File: config.mk
export PLATFORM = sky130hd
export DESIGN_NAME = sat_accum_adder
export DESIGN_NICKNAME = d
export VERILOG_FILES = /design/src/rtl/sat_accum_adder.sv
export SDC_FILE = /design/constraint.sdc
export NUM_CORES = 1
export LEC_CHECK = 0
export CAP_MARGIN = 5
export CORE_ASPECT_RATIO = 1.5
export CORE_UTILIZATION = 25
export DETAILED_ROUTE_END_ITERATION = 10
export PLACE_DENSITY = 0.49
export SLEW_MARGIN = 20
export SYNTH_ARGS = -nofsm -noshare
export SYNTH_HDL_FRONTEND = slang
export SYNTH_SLANG_ARGS = --single-unit
File: constraint.sdc
create_clock -name clk -period 3.4 [get_ports clk]
set_input_delay 0.51 -clock clk [delete_from_list [all_inputs] [get_ports clk]]
set_output_delay 0.51 -clock clk [all_outputs]
set_load 0.05 [all_outputs]
File: src/rtl/sat_accum_adder.sv
// Registered add/sub/accumulate/clear unit with optional unsigned saturation.
// Results queue in a small output FIFO so downstream stalls never drop data.
module sat_accum_adder #(
   parameter int unsigned WIDTH      = 8,
   parameter bit          SATURATE   = 1'b1,
   parameter int unsigned FIFO_DEPTH = 2
) (
   input  logic                          clk,
   input  logic                          rst_n,
   input  logic                          in_valid,
   output logic                          in_ready,
   input  logic [WIDTH-1:0]              in_a,
   input  logic [WIDTH-1:0]              in_b,
   input  logic [1:0]                    in_mode,
   output logic                          out_valid,
   input  logic                          out_ready,
   output logic [WIDTH-1:0]              out_data,
   output logic                          out_flag,
   output logic [WIDTH-1:0]              acc_value,
   output logic [$clog2(FIFO_DEPTH):0]   fifo_count
);

   localparam int unsigned PTR_W = $clog2(FIFO_DEPTH);
   localparam int unsigned CNT_W = PTR_W + 1;

   typedef enum logic [1:0] {
      MODE_ADD = 2'b00,
      MODE_SUB = 2'b01,
      MODE_ACC = 2'b10,
      MODE_CLR = 2'b11
   } mode_e;

   mode_e              mode_c;
   logic [WIDTH:0]     raw_c;
   logic               flag_c;
   logic [WIDTH-1:0]   res_c;
   logic               accept_c;
   logic               pop_c;

   logic [WIDTH-1:0]   acc_q;
   logic [WIDTH-1:0]   data_mem [FIFO_DEPTH];
   logic [FIFO_DEPTH-1:0] flag_mem;
   logic [PTR_W-1:0]   wr_ptr;
   logic [PTR_W-1:0]   rd_ptr;
   logic [CNT_W-1:0]   count;

   assign mode_c   = mode_e'(in_mode);
   assign accept_c = in_valid && in_ready;
   assign pop_c    = out_valid && out_ready;

   // Arithmetic at WIDTH+1 bits; the carry/borrow drives flag and clamping
   always_comb begin
      raw_c  = '0;
      flag_c = 1'b0;
      res_c  = '0;
      case (mode_c)
         MODE_ADD: begin
            raw_c  = {1'b0, in_a} + {1'b0, in_b};
            flag_c = raw_c[WIDTH];
            res_c  = (SATURATE && flag_c) ? '1 : raw_c[WIDTH-1:0];
         end
         MODE_SUB: begin
            raw_c  = {1'b0, in_a} - {1'b0, in_b};
            flag_c = (in_a < in_b);
            res_c  = (SATURATE && flag_c) ? '0 : raw_c[WIDTH-1:0];
         end
         MODE_ACC: begin
            raw_c  = {1'b0, acc_q} + {1'b0, in_a};
            flag_c = raw_c[WIDTH];
            res_c  = (SATURATE && flag_c) ? '1 : raw_c[WIDTH-1:0];
         end
         default: begin
            raw_c  = '0;
            flag_c = 1'b0;
            res_c  = '0;
         end
      endcase
   end

   always_ff @(posedge clk or negedge rst_n) begin
      if (!rst_n) begin
         wr_ptr   <= '0;
         rd_ptr   <= '0;
         count    <= '0;
         acc_q    <= '0;
         flag_mem <= '0;
         for (int i = 0; i < int'(FIFO_DEPTH); i++) begin
            data_mem[i] <= '0;
         end
      end else begin
         if (accept_c) begin
            data_mem[wr_ptr] <= res_c;
            flag_mem[wr_ptr] <= flag_c;
            wr_ptr           <= wr_ptr + PTR_W'(1);
         end
         if (pop_c) begin
            rd_ptr <= rd_ptr + PTR_W'(1);
         end
         case ({accept_c, pop_c})
            2'b10:   count <= count + CNT_W'(1);
            2'b01:   count <= count - CNT_W'(1);
            default: count <= count;
         endcase
         // Only accepted ACC/CLR operations touch the accumulator
         if (accept_c && (mode_c == MODE_ACC)) begin
            acc_q <= res_c;
         end else if (accept_c && (mode_c == MODE_CLR)) begin
            acc_q <= '0;
         end
      end
   end

   assign in_ready   = (count != CNT_W'(FIFO_DEPTH));
   assign out_valid  = (count != '0);
   assign out_data   = out_valid ? data_mem[rd_ptr] : '0;
   assign out_flag   = out_valid ? flag_mem[rd_ptr] : 1'b0;
   assign acc_value  = acc_q;
   assign fifo_count = count;

endmodule
==> results.md <==
* Slew Viols, Final at 0
* CP required at 3550 ps
* Largest net degree at the start of global routing at 31
* Reg-to-reg critical path startpoint: acc_value[0]
* Critical path arrival at 3100 ps
* Power per cell area at 888 nW/um2
* Synthesized area per cell at 9.48 um2
* Hold Path Depth at 2
* Share of the synthesized area in the top cell type at 0.280
* Synth Warn # at 0
* Hold path start: data_mem[1]
* Hold Slack at 481 ps
* Post-synthesis sequential area ratio at 0.280
* Via count at 2,255
* Post-CTS Hold Buffers at 0
* # H-tree levels at 2
* Post-synthesis cell type count at 63
* FMAX at 340 MHz
* Crit path max fanout at 6
* Top delay family on crit path: compound AO/OA/AOI/OAI gates
* Layout cell share with drive strength beyond 1 at 0.117
* Final Cycle Share at 0.866
* Ys flop type: dfrtp_1
* Post-synth ARST share at 1.00
* Grt ovf at 0
* Die area at 11,200 um2
* Top post-synthesis cells by area: dfrtp_1 (28%), ha_1 (12%), mux2_2 (6.3%), nor2_1 (3.9%), mux2i_1 (3.7%)
* Critical path buffers and inverters at 1
* Postcts setup bufs at 0
* Worst r2r dst: data_mem[5]
* Num Clock Sinks at 30
* Clock latency at the later pin of the worst-skew pair at 280 ps
* CP endpoint kind: register
* Area growth from synthesis to layout at 26.0%
* Outcome: finished clean
* Post-cts resize count at 0
* Hold Crit Class: register to register
* Number of synthesized flops with an enable pin at 0
* Synthesized area at 2680 um2
* Depth of the worst register-to-register path at 8
* Hold EP: data_mem[1]
* CTS tree: done
* Mean number of vias per cell at 4.82
* Setup violators final at 0
* Rel. slew slack at 0.486
* Core box area at 10,500 um2
* Total power at 3000 uW
* First-pass GRT wire length at 12,100 um
* Routability cong. at 0.827
* Peak supply drop at 0.233 mV
* DP Area at 3230 um2
* Fin nets at 374
* Fillers at 1,105
* Post-Route WL at 7500 um
* Initial DRC Count at 93
* Initial core utilization at 0.255
* Crit path kind: input port to register
* Cells along the critical path: clkdlybuf4s50_1 -> ha_1 -> fa_1 -> a211oi_1 -> nor2_1 -> a21oi_2 -> o211a_4 -> o2111ai_1 -> mux2_2
* Initial antenna violation count at 0
* Worst-path clk slew at 50 ps
* PortBufs at 42
* Vias in the first global route at 2,314
* Total CTS buffers at 5
* Reg2Reg Setup Slack at 760 ps
* CTS Buffer Depth at 2
* RSZ-0062 raised after global routing: false
* Syn nets at 334
* Die extent in y at 129 um
* Wire per inst at 16.0 um
* Final Cell Area at 3380 um2
* Worst slew pin tran at 768 ps
* IO Count at 43
* Drc violations at 0
* Worst Skew at 7.15 ps
* Setup TNS at 0 ps
* CP max stage delay at 460 ps
* Drt pass-1 iters at 4
* Die X at 86.6 um
* Antenna Cells at 0
* Synth Instances at 283
* Synth area leader: dfrtp_1
* Maxcap violations at 0
* Slowest cell on crit path: clkdlybuf4s50_1
* Leakage at 0.00144 uW
* ANT nets after route at 0
* Dpl hpwl at 6190 um
* Post-layout util at 0.321
* Num rows at 46
* Number of synthesized register bits at 30
* Startpoint Class: input port
* Final hold violations at 0
* Clk root buf: clkbuf_16
* Final Critical Period at 2940 ps
* All-Layer GR Usage at 0.144
-- worst register-to-register path: cells and delay by family, from the launching register on --
family          cells  cell delay (ps)
compound gates      4              970
fa+ha+maj           2              670
flops               1              410
mux                 1              320
simple gates        1              150
-- placed cells by master, fill, tap and decap left out, types with 2 or more instances in the layout --
cell             Yosys  final
fa_1                 3      3
nor2_1              28     28
nand2b_1             3      3
o221ai_1             2      2
or4_1                2      2
nor2b_1              7      7
ha_1                26     26
mux2_2              15     15
o2111ai_1            2      2
xor2_1               5      5
nor3_1              12     12
o211ai_1             2      2
clkdlybuf4s50_1      0     42
xnor2_1              8      8
a21oi_1             15     15
o31ai_1              3      3
dfrtp_1             30     30
clkbuf_16            0      5
o21a_1               3      3
a31oi_1              6      6
o21ai_0             12     12
buf_4                0      2
inv_1               17     17
nand3_1              2      2
a21o_1               5      5
and3_1               2      2
o21bai_1             2      2
a211oi_1             6      6
nand2_1             11     11
nor4b_1              2      2
mux2i_1             10     10
-- cell usage after synthesis (6+ instances only) --
cell type / n
a211oi_1: 6
mux2i_1: 10
mux2_2: 15
nor3_1: 12
nor2b_1: 7
inv_1: 17
a31oi_1: 6
nand2_1: 11
xnor2_1: 8
o21ai_0: 12
a21oi_1: 15
ha_1: 26
nor2_1: 28
dfrtp_1: 30
-- how the worst max path moves through the flow --
| stage | slack [ps] | from | to | cells past startpoint |
|---|---|---|---|---|
| after global routing | 230 | in_a[1] | data_mem[5] | 8 |
| after global placement | 220 | in_a[1] | data_mem[10] | 8 |
| final | 460 | in_a[0] | data_mem[5] | 9 |
| after CTS | 460 | in_a[0] | data_mem[5] | 9 |
| after floorplan | 760 | acc_value[0] | data_mem[4] | 8 |
| after detailed placement | 180 | in_a[0] | data_mem[4] | 9 |
-- cell families after synthesis --
logic type,after synthesis,synth area share
compound gates,80,0.236
simple gates,77,0.146
flops,30,0.280
buf+inv,29,0.0518
fa+ha+maj,29,0.144
mux,25,0.100
xor+xnor,13,0.0424
-- layer usage --
layer  track usage  routed length, um
met1         0.148               2880
met2         0.285               4270
met3        0.0186                142
met4        0.0618                202
met5             0                  0
-- state kept, by name (all words and copies together), names as in the netlist --
name / count
acc_value: 8
flag_mem: 2
data_mem: 16
rd_ptr: 1
wr_ptr: 1
fifo_count: 2
-- power by group --
part | switching, uW | leakage, uW | internal, uW
Combinational | 1150 | 0.00100 | 731
Sequential | 155 | 0.000365 | 530
Clock | 150 | 0.0000739 | 289
-- cell type report --
class	count	area, um2	area share
clock inverters	1	5.00	0.00148
multi-input cells	224	1790	0.531
repair buffers	44	435	0.129
inverters	18	72.6	0.0215
flip-flops and latches	30	751	0.222
clock buffers	7	143	0.0422
well taps	144	180	0.0533
-- metrics by stage --
| stage | instances | setup slack (ps) |
|---|---|---|
| floorplan | 283 | 755 |
| CTS | 468 | 462 |
| detailed placement | 460 | 179 |
| finish | 468 | 455 |
| global route | 468 | 233 |
| global placement | 460 | 221 |
No activity file was read; power rests on OpenSTA's default activity.
